### src/rtl/ser_frame_tx.sv
// rtl/ser_frame_tx.sv - single-wire framed serial transmitter (start, addr, len, payload, gap)
module ser_frame_tx #(
    parameter int ADDR_W     = 2,
    parameter int LEN_W      = 4,
    parameter int GAP_CYCLES = 1
) (
    input  logic                    clk,
    input  logic                    rst,
    input  logic                    tx_valid,
    output logic                    tx_ready,
    input  logic [ADDR_W-1:0]       tx_addr,
    input  logic [LEN_W-1:0]        tx_len,
    input  logic [(2**LEN_W)-2:0]   tx_data,
    output logic                    ser_out,
    output logic                    busy,
    output logic                    done
);

    localparam int DATA_W = (2**LEN_W) - 1;
    localparam int CNT_W  = LEN_W + 1;
    localparam int GAP_W  = $clog2(GAP_CYCLES + 1);

    localparam logic [CNT_W-1:0] ADDR_LAST = CNT_W'(ADDR_W);
    localparam logic [CNT_W-1:0] LEN_LAST  = CNT_W'(LEN_W);
    localparam logic [CNT_W-1:0] CNT_ONE   = CNT_W'(1);
    localparam logic [GAP_W-1:0] GAP_LAST  = GAP_W'(GAP_CYCLES);
    localparam logic [GAP_W-1:0] GAP_ONE   = GAP_W'(1);
    localparam logic [LEN_W-1:0] DATA_TOP  = LEN_W'(DATA_W);

    typedef enum logic [2:0] {
        S_IDLE,
        S_START,
        S_ADDR,
        S_LEN,
        S_DATA,
        S_GAP
    } state_t;

    state_t             state;
    logic [ADDR_W-1:0]  addr_sh;
    logic [LEN_W-1:0]   len_sh;
    logic [LEN_W-1:0]   len_q;
    logic [DATA_W-1:0]  data_sh;
    // bits of the current field already placed on the line; one bit wider
    // than the length field so a 15-bit payload count never wraps
    logic [CNT_W-1:0]   bit_cnt;
    logic [GAP_W-1:0]   gap_cnt;

    assign tx_ready = (state == S_IDLE);

    // Frame sequencer: each edge decides the next state and the bit it drives,
    // so ser_out/busy/done are all registered alongside the state.
    always_ff @(posedge clk) begin
        if (!rst) begin
            state   <= S_IDLE;
            ser_out <= 1'b1;
            busy    <= 1'b0;
            done    <= 1'b0;
            addr_sh <= '0;
            len_sh  <= '0;
            len_q   <= '0;
            data_sh <= '0;
            bit_cnt <= '0;
            gap_cnt <= '0;
        end else begin
            done <= 1'b0;
            case (state)
                S_IDLE: begin
                    ser_out <= 1'b1;
                    busy    <= 1'b0;
                    if (tx_valid) begin
                        addr_sh <= tx_addr;
                        len_sh  <= tx_len;
                        len_q   <= tx_len;
                        // left-align the valid field so its MSB sits at the top
                        data_sh <= tx_data << (DATA_TOP - tx_len);
                        ser_out <= 1'b0;
                        busy    <= 1'b1;
                        state   <= S_START;
                    end
                end

                S_START: begin
                    ser_out <= addr_sh[ADDR_W-1];
                    addr_sh <= addr_sh << 1;
                    bit_cnt <= CNT_ONE;
                    state   <= S_ADDR;
                end

                S_ADDR: begin
                    if (bit_cnt < ADDR_LAST) begin
                        ser_out <= addr_sh[ADDR_W-1];
                        addr_sh <= addr_sh << 1;
                        bit_cnt <= bit_cnt + CNT_ONE;
                    end else begin
                        ser_out <= len_sh[LEN_W-1];
                        len_sh  <= len_sh << 1;
                        bit_cnt <= CNT_ONE;
                        state   <= S_LEN;
                    end
                end

                S_LEN: begin
                    if (bit_cnt < LEN_LAST) begin
                        ser_out <= len_sh[LEN_W-1];
                        len_sh  <= len_sh << 1;
                        bit_cnt <= bit_cnt + CNT_ONE;
                    end else if (len_q == '0) begin
                        ser_out <= 1'b1;
                        done    <= 1'b1;
                        gap_cnt <= GAP_ONE;
                        state   <= S_GAP;
                    end else begin
                        ser_out <= data_sh[DATA_W-1];
                        data_sh <= data_sh << 1;
                        bit_cnt <= CNT_ONE;
                        state   <= S_DATA;
                    end
                end

                S_DATA: begin
                    if (bit_cnt < {1'b0, len_q}) begin
                        ser_out <= data_sh[DATA_W-1];
                        data_sh <= data_sh << 1;
                        bit_cnt <= bit_cnt + CNT_ONE;
                    end else begin
                        ser_out <= 1'b1;
                        done    <= 1'b1;
                        gap_cnt <= GAP_ONE;
                        state   <= S_GAP;
                    end
                end

                S_GAP: begin
                    ser_out <= 1'b1;
                    if (gap_cnt < GAP_LAST) begin
                        gap_cnt <= gap_cnt + GAP_ONE;
                    end else begin
                        busy  <= 1'b0;
                        state <= S_IDLE;
                    end
                end

                default: begin
                    ser_out <= 1'b1;
                    busy    <= 1'b0;
                    state   <= S_IDLE;
                end
            endcase
        end
    end

endmodule

### config.mk
export PLATFORM = sky130hd
export DESIGN_NAME = ser_frame_tx
export DESIGN_NICKNAME = d
export VERILOG_FILES = /design/src/rtl/ser_frame_tx.sv
export SDC_FILE = /design/constraint.sdc
export NUM_CORES = 1
export LEC_CHECK = 0
export ABC_AREA = 1
export CAP_MARGIN = 25
export CORE_AREA = 2 2 69 71
export DETAILED_ROUTE_END_ITERATION = 7
export DIE_AREA = 0 0 71 73
export PLACE_DENSITY = 0.82
export SETUP_SLACK_MARGIN = 0.05
export SYNTH_ARGS = -nofsm -noshare
export SYNTH_HDL_FRONTEND = slang
export SYNTH_SLANG_ARGS = --single-unit
### constraint.sdc
create_clock -name clk -period 4.3 [get_ports clk]
set_input_delay 0.645 -clock clk [delete_from_list [all_inputs] [get_ports clk]]
set_output_delay 0.645 -clock clk [all_outputs]
set_load 0.1 [all_outputs]
==> flow_summary.ini <==
[run_status]
status = finished, final reports clean

[cells_and_area]
final_cell_count_no_fill = 520
num_antenna_cells = 0
syn2layout_area_growth_pct = 14.2
num-nets-final = 493
num-fill-cells = 410
share_of_layout_cells_above_drive_strength_1_pct = 6.01

[yosys]
per_instance_average_area_after_synthesis_um2 = 5.82
synth_compound_gate_area_share_pct = 14.9
netlist-cell-type-count = 27
post_synthesis_sequential_area_ratio_pct = 28.7
synth.net_count = 471
synth_seq_cells = 37
yosysWarnings = 0
yosys.area_share.simple_pct = 41.9
synth-xor-area-share_pct = 0.680
fraction_of_the_mapped_netlist_area_in_adder_cells_pct = 1.94
mappedNetlistArea_um2 = 2580
synthesis.instances = 443
synth_top_family_by_area = simple AND/OR/NAND/NOR gates
synth.area.mux_share_pct = 0.874

[global_route]
grt_pass1_wl_mm = 10.9
grt_start_max_net_pins = 25
globalRoute.totalOverflow = 0
grt_antenna_before_repair = 0
number_of_global_route_vias_before_repair = 2431
globalRouteTotalUtil_pct = 25.8

[cts]
clockRootBuffer = sky130_fd_sc_hd__clkbuf_8
cts-buffers-inserted = 5
later_pin_clock_latency_in_the_skew_report_ns = 0.29
cts.sink_count = 37
post-cts-setup-buffers = 0
clkSlewWorstSetupHoldPaths_ns = 0.07
cts_hold_repair.buffers = 0
cts_resized = 0
cts_max_level = 2
cts_tree = yes
cts-root-to-sink-buffers = 2

[placement]
globalplace.congestion = 0.941
placed_cells = 512
placement.io_buffers = 27
place_hpwl_mm = 4.78

[power_and_ir_drop]
p_leak_nw = 1.42
power.density_nw_per_um2 = 607
irDropWorstVdd_v = 0.000392

[floorplan]
initial_core_util_pct = 56.8
io-pin-count = 28
die-area_um2 = 5180
row_count = 25
core_um2 = 4540
die_w_um = 71
fp.dieH_um = 73

[worst_setup_path]
regToRegSetupSlack_ns = 2.28
critPathLaunch = state[2]
crit_type = reg2out
r2r_startpoint = state[0]
reg2reg_depth = 9
cp.required_ns = 3.65
critPathMaxFanout = 5
cp_data_arrival_time_ns = 2.15
timing.critical_path.to = tx_ready
worstReg2RegEnd = data_sh[3]
crit_path_start_kind = register
critical_path.endpoint_type = primary output

[route]
detail_route.first_pass.iterations = 5
vias = 2758
ant_nets = 0
postRouteWirelength_mm = 6.34
drc = 0
routedWlPerCell_um = 12.2
first_iter_violations = 198
detail_route.vias_per_cell = 5.30

[timing]
rsz0062_at_grt = no
fin_worst_skew_ns = 0.00529
timing.max_slew.rel_slack_pct = 34.2
setup_tns_ns = 0
final.period_utilization_pct = 65.1
report.final.slew_viol_count = 0
hold_violations = 0
fmaxAchievable_ghz = 0.357
final-setup-viol-count = 0
post-route-min-period_ns = 2.80
tightestPinTransition_ns = 0.984

[job]
maxCapViolations = 0

[hold_path]
hold_class = reg2reg
## registers in the layout (all words and copies together), names as in the netlist
name	flops
done	1
addr_sh	2
busy	1
bit_cnt	5
ser_out	1
gap_cnt	1
len_q	4
len_sh	4
data_sh	15
state	3
## cell families after synthesis
| family | Yosys count |
|---|---|
| fa+ha+maj | 4 |
| mux | 2 |
| buf+inv | 70 |
| flops | 37 |
| simple gates | 257 |
| xor+xnor | 2 |
| compound gates | 71 |
## stage by stage
step	hold WS, ns	setup slack, ns	util, %	instance area, um^2	power, mW
floorplan	0.425	2.46	-	2580	1.34
global placement	0.437	1.67	63.0	2860	1.51
detailed placement	0.443	1.61	63.0	2860	1.54
CTS	0.454	1.50	64.9	2940	1.78
global route	0.494	1.40	64.9	2940	1.95
finish	0.451	1.50	64.9	2940	1.79
## cell type report
class                   instances  area (um^2)  area share (%)
clock buffers                   5         68.8            2.34
clock inverters                 3         17.5           0.595
inverters                      56          210            7.14
multi-input cells             336         1550            52.8
flip-flops and latches         37          741            25.2
well taps                      54         67.6            2.29
repair buffers                 29          285            9.69
## synth_stat cells (all sizes together)
| master | instances | area share, % |
|---|---|---|
| inv | 56 | 8.2 |
| nor3 | 2 | 0.39 |
| clkbuf | 7 | 1.0 |
| and2 | 2 | 0.49 |
| ha | 4 | 1.9 |
| nor2 | 74 | 12 |
| buf | 7 | 1.8 |
| a21oi | 31 | 6.0 |
| mux2 | 2 | 0.87 |
| nand3 | 46 | 8.9 |
| dfxtp | 37 | 29 |
| nand2 | 129 | 19 |
| o21ai | 29 | 5.6 |
| nand4 | 3 | 0.73 |
| a21boi | 2 | 0.58 |
| xor2 | 2 | 0.68 |
| o211ai | 9 | 2.6 |
| nand3b | 1 | 0.29 |
## how the worst min path moves through the flow
stage	from	slack (ns)	end	cells after the start
detailed placement	len_sh[2]	0.44	len_sh[2]	2
CTS	len_sh[2]	0.45	len_sh[2]	2
global placement	len_sh[2]	0.44	len_sh[2]	2
global route	len_sh[2]	0.49	len_sh[2]	2
finish	len_sh[2]	0.45	len_sh[2]	2
floorplan	len_sh[2]	0.43	len_sh[2]	2
## cells in the final DEF, fill, tap and decap left out
master	netlist	layout
sky130_fd_sc_hd__a21boi_0	1	1
sky130_fd_sc_hd__a21boi_1	1	1
sky130_fd_sc_hd__a21oi_1	31	31
sky130_fd_sc_hd__and2_1	2	2
sky130_fd_sc_hd__buf_4	2	2
sky130_fd_sc_hd__clkbuf_8	0	5
sky130_fd_sc_hd__clkdlybuf4s50_1	0	27
sky130_fd_sc_hd__clkinv_2	0	2
sky130_fd_sc_hd__clkinvlp_4	0	1
sky130_fd_sc_hd__dfxtp_1	37	37
sky130_fd_sc_hd__ha_1	4	4
sky130_fd_sc_hd__inv_1	50	50
sky130_fd_sc_hd__inv_2	6	6
sky130_fd_sc_hd__mux2_2	2	2
sky130_fd_sc_hd__nand2_1	124	124
sky130_fd_sc_hd__nand2_2	4	4
sky130_fd_sc_hd__nand2_4	1	1
sky130_fd_sc_hd__nand3_1	46	46
sky130_fd_sc_hd__nand3b_1	1	1
sky130_fd_sc_hd__nand4_1	3	3
sky130_fd_sc_hd__nor2_1	69	69
sky130_fd_sc_hd__nor2_2	3	3
sky130_fd_sc_hd__nor2_4	2	2
sky130_fd_sc_hd__nor3_1	2	2
sky130_fd_sc_hd__o211ai_1	9	9
sky130_fd_sc_hd__o21ai_0	26	26
sky130_fd_sc_hd__o21ai_1	3	3
sky130_fd_sc_hd__xor2_1	2	2
## worst max-delay path, cell delays in order (launching register included)
cell and delay (ns):
sky130_fd_sc_hd__dfxtp_1 0.37, sky130_fd_sc_hd__nor2_2 0.19, sky130_fd_sc_hd__nand2_1 0.12, sky130_fd_sc_hd__inv_1 0.07, sky130_fd_sc_hd__clkdlybuf4s50_1 1.12
## layer usage
layer	GRT usage (%)	share of wire [%]
met5	0	0
met4	7.13	0.73
met1	37.8	51
met2	39.0	43
met3	4.42	5.4
## report_power, final
group	internal, mW	total [mW]	switching, mW
Sequential	0.473	0.546	0.0730
Combinational	0.314	1.00	0.688
Clock	0.112	0.240	0.129
Total	0.899	1.79	0.889
Power figures use the tool's default switching activity.
